File: src/rtl/argmin_reduce.sv
// rtl/argmin_reduce.sv - streaming arg-min reducer with a pipelined floating-point min stage

// Two-cycle floating-point minimum of two operands.
// b_min is set only when b is strictly less than a. NaN on either side, and
// comparisons of +0 against -0, keep a.
module argmin_fp_min #(
    parameter int    BITS      = 16,
    parameter string PRECISION = "HALF"
) (
    input  logic            clk,
    input  logic            rstn,
    input  logic            in_valid,
    input  logic [BITS-1:0] a,
    input  logic [BITS-1:0] b,
    output logic            out_valid,
    output logic [BITS-1:0] c,
    output logic            b_min
);
    localparam int EXP_W = (PRECISION == "SINGLE") ? 8 : 5;
    localparam int MAN_W = BITS - 1 - EXP_W;

    logic            sign_a;
    logic            sign_b;
    logic [BITS-2:0] mag_a;
    logic [BITS-2:0] mag_b;
    logic            nan_a;
    logic            nan_b;
    logic            both_zero;
    logic            b_lt_a;

    logic            v_s1;
    logic            v_s2;
    logic [BITS-1:0] c_s1;
    logic [BITS-1:0] c_s2;
    logic            bm_s1;
    logic            bm_s2;

    assign sign_a    = a[BITS-1];
    assign sign_b    = b[BITS-1];
    assign mag_a     = a[BITS-2:0];
    assign mag_b     = b[BITS-2:0];
    assign nan_a     = (&a[BITS-2 -: EXP_W]) && (|a[MAN_W-1:0]);
    assign nan_b     = (&b[BITS-2 -: EXP_W]) && (|b[MAN_W-1:0]);
    assign both_zero = (mag_a == '0) && (mag_b == '0);

    // Sign-magnitude ordering: negative magnitudes compare in reverse.
    always_comb begin
        b_lt_a = 1'b0;
        if (!(nan_a || nan_b || both_zero)) begin
            case ({sign_a, sign_b})
                2'b00:   b_lt_a = (mag_b < mag_a);
                2'b01:   b_lt_a = 1'b1;
                2'b10:   b_lt_a = 1'b0;
                default: b_lt_a = (mag_b > mag_a);
            endcase
        end
    end

    // Two register stages so the reducer sees a real multi-cycle latency.
    always_ff @(posedge clk or negedge rstn) begin
        if (!rstn) begin
            v_s1  <= 1'b0;
            v_s2  <= 1'b0;
            c_s1  <= '0;
            c_s2  <= '0;
            bm_s1 <= 1'b0;
            bm_s2 <= 1'b0;
        end else begin
            v_s1  <= in_valid;
            c_s1  <= b_lt_a ? b : a;
            bm_s1 <= b_lt_a;
            v_s2  <= v_s1;
            c_s2  <= c_s1;
            bm_s2 <= bm_s1;
        end
    end

    assign out_valid = v_s2;
    assign c         = c_s2;
    assign b_min     = bm_s2;
endmodule

// Arg-min over one last-tagged frame; one min operation in flight at a time.
module argmin_reduce #(
    parameter int    BITS      = 16,
    parameter string PRECISION = "HALF",
    parameter int    MAX_LEN   = 256,
    parameter int    IDX_W     = $clog2(MAX_LEN)
) (
    input  logic             clk,
    input  logic             rstn,
    input  logic             in_valid,
    output logic             in_ready,
    input  logic [BITS-1:0]  in_data,
    input  logic             in_last,
    output logic             out_valid,
    input  logic             out_ready,
    output logic [BITS-1:0]  out_data,
    output logic [IDX_W-1:0] out_index,
    output logic [IDX_W:0]   out_len,
    output logic             out_trunc
);
    localparam logic [IDX_W:0] LAST_CNT = (IDX_W+1)'(MAX_LEN - 1);
    localparam logic [IDX_W:0] ONE_CNT  = (IDX_W+1)'(1);
    localparam logic           LEN_ONE  = (MAX_LEN == 1);

    typedef enum logic [1:0] {
        IDLE  = 2'd0,
        ACCUM = 2'd1,
        WAIT  = 2'd2,
        DONE  = 2'd3
    } state_t;

    state_t           state;
    state_t           state_next;

    logic [IDX_W:0]   cnt;
    logic [BITS-1:0]  cur_min;
    logic [IDX_W-1:0] cur_idx;
    logic [IDX_W-1:0] pend_idx;
    logic             pend_last;
    logic             trunc_q;

    logic             min_in_valid;
    logic             min_out_valid;
    logic [BITS-1:0]  min_c;
    logic             min_b_min;

    logic             accept;
    logic             hit_max;

    assign accept  = in_valid && in_ready;
    assign hit_max = (cnt == LAST_CNT);

    argmin_fp_min #(
        .BITS      (BITS),
        .PRECISION (PRECISION)
    ) u_min (
        .clk       (clk),
        .rstn      (rstn),
        .in_valid  (min_in_valid),
        .a         (cur_min),
        .b         (in_data),
        .out_valid (min_out_valid),
        .c         (min_c),
        .b_min     (min_b_min)
    );

    // State register.
    always_ff @(posedge clk or negedge rstn) begin
        if (!rstn) begin
            state <= IDLE;
        end else begin
            state <= state_next;
        end
    end

    // Next state, input handshake and min issue; min results outside WAIT are ignored.
    always_comb begin
        state_next   = state;
        in_ready     = 1'b0;
        min_in_valid = 1'b0;
        case (state)
            IDLE: begin
                in_ready = 1'b1;
                if (in_valid) begin
                    state_next = (in_last || LEN_ONE) ? DONE : ACCUM;
                end
            end
            ACCUM: begin
                in_ready = 1'b1;
                if (in_valid) begin
                    min_in_valid = 1'b1;
                    state_next   = WAIT;
                end
            end
            WAIT: begin
                if (min_out_valid) begin
                    state_next = pend_last ? DONE : ACCUM;
                end
            end
            default: begin
                if (out_valid && out_ready) begin
                    state_next = IDLE;
                end
            end
        endcase
    end

    // Running minimum, element count and pending-result bookkeeping.
    always_ff @(posedge clk or negedge rstn) begin
        if (!rstn) begin
            cnt       <= '0;
            cur_min   <= '0;
            cur_idx   <= '0;
            pend_idx  <= '0;
            pend_last <= 1'b0;
            trunc_q   <= 1'b0;
        end else begin
            case (state)
                IDLE: begin
                    if (accept) begin
                        cur_min <= in_data;
                        cur_idx <= '0;
                        cnt     <= ONE_CNT;
                        trunc_q <= LEN_ONE && !in_last;
                    end
                end
                ACCUM: begin
                    if (accept) begin
                        pend_idx  <= cnt[IDX_W-1:0];
                        pend_last <= in_last || hit_max;
                        trunc_q   <= hit_max && !in_last;
                        cnt       <= cnt + ONE_CNT;
                    end
                end
                WAIT: begin
                    if (min_out_valid && min_b_min) begin
                        cur_min <= min_c;
                        cur_idx <= pend_idx;
                    end
                end
                default: begin
                end
            endcase
        end
    end

    // Result registers: loaded while in DONE, held after the handshake.
    always_ff @(posedge clk or negedge rstn) begin
        if (!rstn) begin
            out_valid <= 1'b0;
            out_data  <= '0;
            out_index <= '0;
            out_len   <= '0;
            out_trunc <= 1'b0;
        end else if (state == DONE) begin
            if (out_valid && out_ready) begin
                out_valid <= 1'b0;
            end else if (!out_valid) begin
                out_valid <= 1'b1;
                out_data  <= cur_min;
                out_index <= cur_idx;
                out_len   <= cnt;
                out_trunc <= trunc_q;
            end
        end else begin
            out_valid <= 1'b0;
        end
    end
endmodule

File: config.mk
export PLATFORM = sky130hd
export DESIGN_NAME = argmin_reduce
export DESIGN_NICKNAME = d
export VERILOG_FILES = /design/src/rtl/argmin_reduce.sv
export SDC_FILE = /design/constraint.sdc
export NUM_CORES = 1
export LEC_CHECK = 0
export CAP_MARGIN = 20
export CORE_AREA = 2 2 108 110
export CTS_BUF_LIST = sky130_fd_sc_hd__clkbuf_16
export CTS_CLUSTER_SIZE = 10
export DETAILED_ROUTE_END_ITERATION = 16
export DIE_AREA = 0 0 110 112
export PLACE_DENSITY = 0.76
export REMOVE_ABC_BUFFERS = 1
export SLEW_MARGIN = 10
export SYNTH_ARGS = -nofsm -noshare
export SYNTH_HDL_FRONTEND = slang
export SYNTH_SLANG_ARGS = --single-unit
export TNS_END_PERCENT = 5
File: constraint.sdc
create_clock -name clk -period 3.4 [get_ports clk]
set_input_delay 0.68 -clock clk [delete_from_list [all_inputs] [get_ports clk]]
set_output_delay 0.68 -clock clk [all_outputs]
set_load 0.1 [all_outputs]
==> summary.md, run 1 <==
| Metric | Value |
|---|---|
| # clock sinks | between 100 and 150 |
| Unique masters post-synth | 40 |
| Syn Inst Count | 410 |
| Share of cells above drive strength 1 | 0.2222 |
| P&R area growth vs syn | 25.89% |
| Tcrit/Tclk final | 0.8679 |
| Max Fclk | ~0.34 GHz |
| Kind of critical path | in2reg |
| Vias in the first global route | between 3000 and 4000 |
| Max Cap Violations | 0 |
| Hold-fix buffers, CTS | 0 |
| Core Util, Final | 0.5559 |
| DPL Wire Length | between 6000 and 7000 um |
| Die width | between 100 and 150 um |
| H-tree depth | 4 |
| RSZ-0062 raised after global routing | false |
| Commonest cells after routing, fill and taps aside | dfrtp_1 (116), nand2_1 (61), o21ai_0 (37), buf_4 (34), mux2_2 (31) |
| Final clock skew | 0.006385 ns |
| Vias/cell | roughly 5.3 |
| CTS root buf | clkbuf_16 |
| YS warnings | 0 |
| Worst slew pin tran | around 0.99 ns |
| DR pass1 iterations | 4 |
| Number of synthesized flops with an enable pin | 0 |
| Clock transition at path regs | around 0.050 ns |
| GRT Total Usage | 0.1915 |
| Critical path peak fanout | 10 |
| Worst r2r dst | u_min.c_s1[2] |
| Status | completed |
| Commonest non-fill, non-tap cell in the layout | dfrtp_1 |
| Core Rows | 39 |
| IO Port Bufs | 56 |
| Most Frequent Cell on Critical Path | a21oi_1 |
| First-pass GRT wire length | approximately 18000 um |
| Pre-CTS setup slack | ~0.14 ns |
| Synthesized cell area | a little under 5000 um^2 |
| CP peak stage delay | approximately 0.47 ns |
| Die area | around 12000 um^2 |
| Final Max Slew Viols | 0 |
| Pwr dens | between 1000 and 1500 nW/um^2 |
| Worst path slowest cell | clkdlybuf4s50_1 |
| Post-synth top flop | dfrtp_1 |
| Worst vdd ir | 0.5330 mV |
| CP required | roughly 3.7 ns |
| Chip height | ~110 um |
| CTS buffer count | 17 |
| Register area share after synthesis | 0.5882 |
| Final worst slack | roughly 0.45 ns |
| Worst reg-to-reg path cell count | 9 |
| Leak | just under 3 nW |
| Largest net degree at the start of global routing | 73 |
| CTS tree | done |
| Critical path cell sequence | clkdlybuf4s50_1 > ha_1 > a211o_1 > a21oi_1 > a21oi_1 > o31a_1 > o211ai_4 > buf_4 > mux2_2 |
| Total Wirelength | between 10000 and 15000 um |
| Core ar. | approximately 11000 um^2 |
| Detail Route Antenna Nets | 0 |
| Reg2reg setup slack | a little under 0.8 ns |
| Async S/R FF share, synth | 1.000 |
| Worst min path class | in2async |
| Crit start category | primary input |
| Clk_lat worst skew | ~0.40 ns |
| RR Startpoint | cur_min[4] |
| Fin. Hold Viols | 0 |
| Max clock buf depth | 2 |
| FF+latch count, synth | ~120 |
| Cts repair resizes | 0 |
| Ant. Diodes | 0 |
| Post-synthesis area per instance | 12.04 um^2 |
| Vias after detailed routing | between 3000 and 4000 |
| Worst Setup End Kind | flop |
| GR Overflow Total | 0 |
| DRC viols | 0 |
| DR WL/cell | between 15 and 20 um |
| Starting Density | 0.4416 |
| Fin crit period | just under 3 ns |
| Final setup violation count | 0 |
| # fillers | 885 |
| Initial antenna violation count | 0 |
| Layout Nets | 512 |
| Worst endpoint data arrival time | around 3.2 ns |
| I/O Pins | 57 |
| Initial DRC Count | around 100 |
| Post-CTS Setup Repair Bufs | 0 |
| Relative slew slack | 0.3397 |
| Final GP Congestion | approximately 0.84 |
| Fin Setup TNS | 0 ns |
## synthesized netlist by cell type (4+ instances only)
| library cell | instances | area, um^2 |
|---|---|---|
| a22o_1 | 6 | 52.55 |
| nand4_1 | 5 | 31.28 |
| nor2_1 | 6 | 22.52 |
| a21o_1 | 7 | 52.55 |
| nand2_1 | 61 | 229.0 |
| a21oi_1 | 11 | 55.05 |
| dfrtp_1 | 116 | 2903 |
| inv_1 | 19 | 71.32 |
| nor3_1 | 4 | 20.02 |
| o21ai_0 | 37 | 185.2 |
| nor4_1 | 6 | 37.54 |
| nand3_1 | 15 | 75.07 |
| mux2i_1 | 18 | 180.2 |
| clkbuf_1 | 14 | 52.55 |
| ha_1 | 17 | 212.7 |
| mux2_4 | 9 | 135.1 |
| mux2_2 | 31 | 349.1 |
## power breakdown
part           switching [mW]  total [mW]  internal (mW)
clock network           0.590        1.87           1.28
logic                    1.86        2.75          0.887
registers               0.359        2.27           1.91
total                    2.81        6.88           4.07
## worst max-delay path: cells and delay by family
kind | cells | cell delay (ns)
fa+ha+maj | 1 | 0.36
buf+inv | 2 | 0.71
compound gates | 5 | 1.12
mux | 1 | 0.35
## through the flow
step | total power [mW] | hold WS (ns) | std cells | cell area (um^2)
3_5_place_dp | 5.017 | 0.3347 | 598 | 5593
5_1_grt | 7.245 | 0.3217 | 629 | 6212
4_1_cts | 6.923 | 0.2920 | 629 | 6212
3_3_place_gp | 4.924 | 0.3323 | 598 | 5593
6_report | 6.882 | 0.2757 | 629 | 6212
2_1_floorplan | 4.274 | 0.3312 | 392 | 4858
## area by class of cell
cell class | instances | area (um^2) | area share
inverters | 19 | 71.32 | 0.01148
repair buffers | 63 | 555.5 | 0.08943
well taps | 143 | 178.9 | 0.02880
multi-input cells | 257 | 1884 | 0.3033
flip-flops and latches | 116 | 2903 | 0.4673
clock inverters | 14 | 193.9 | 0.03122
clock buffers | 17 | 425.4 | 0.06848
## worst max path at each step
stage / startpoint / to / depth (start not counted)
CTS: in_data[4] / u_min.c_s1[2] / 9
global placement: in_data[4] / u_min.c_s1[0] / 9
global route: in_data[10] / u_min.c_s1[1] / 9
finish: in_data[4] / u_min.c_s1[2] / 9
detailed placement: in_data[10] / u_min.c_s1[2] / 9
floorplan: in_data[8] / u_min.c_s1[0] / 7
## metal layers
metal,vias up,part of all wire,GRT usage
met5,-,0,0
met4,0,0.010,0.07679
met3,10,0.039,0.04859
met2,69,0.51,0.2994
met1,1687,0.44,0.2542
li1,1564,-,-
## state kept, by name (all words and copies together), names as in the netlist
name,flops
out_valid,1
u_min.bm_s1,1
out_index,8
out_len,9
out_trunc,1
cur_idx,8
cur_min,16
state,2
pend_idx,8
pend_last,1
u_min.out_valid,1
u_min.v_s1,1
cnt,9
u_min.c_s1,16
u_min.c,16
trunc_q,1
out_data,16
u_min.b_min,1
## cells by family after synthesis
kind of cell,synth area share
mux,0.1392
simple gates,0.1100
fa+ha+maj,0.04310
xor+xnor,0.001775
flops,0.5882
buf+inv,0.02992
compound gates,0.08773
Note: power is estimated with default switching activity, not from simulation.
==> run 2: changes to the inputs <==
--- a/config.mk
+++ b/config.mk
@@ -8,7 +8,7 @@
 export CAP_MARGIN = 20
 export CORE_AREA = 2 2 108 110
 export CTS_BUF_LIST = sky130_fd_sc_hd__clkbuf_16
-export CTS_CLUSTER_SIZE = 10
+export CTS_CLUSTER_SIZE = 12
 export DETAILED_ROUTE_END_ITERATION = 16
 export DIE_AREA = 0 0 110 112
 export PLACE_DENSITY = 0.76
==> results of run 2 <==
The final DEF is identical to that of run 1; final timing and power are the same.
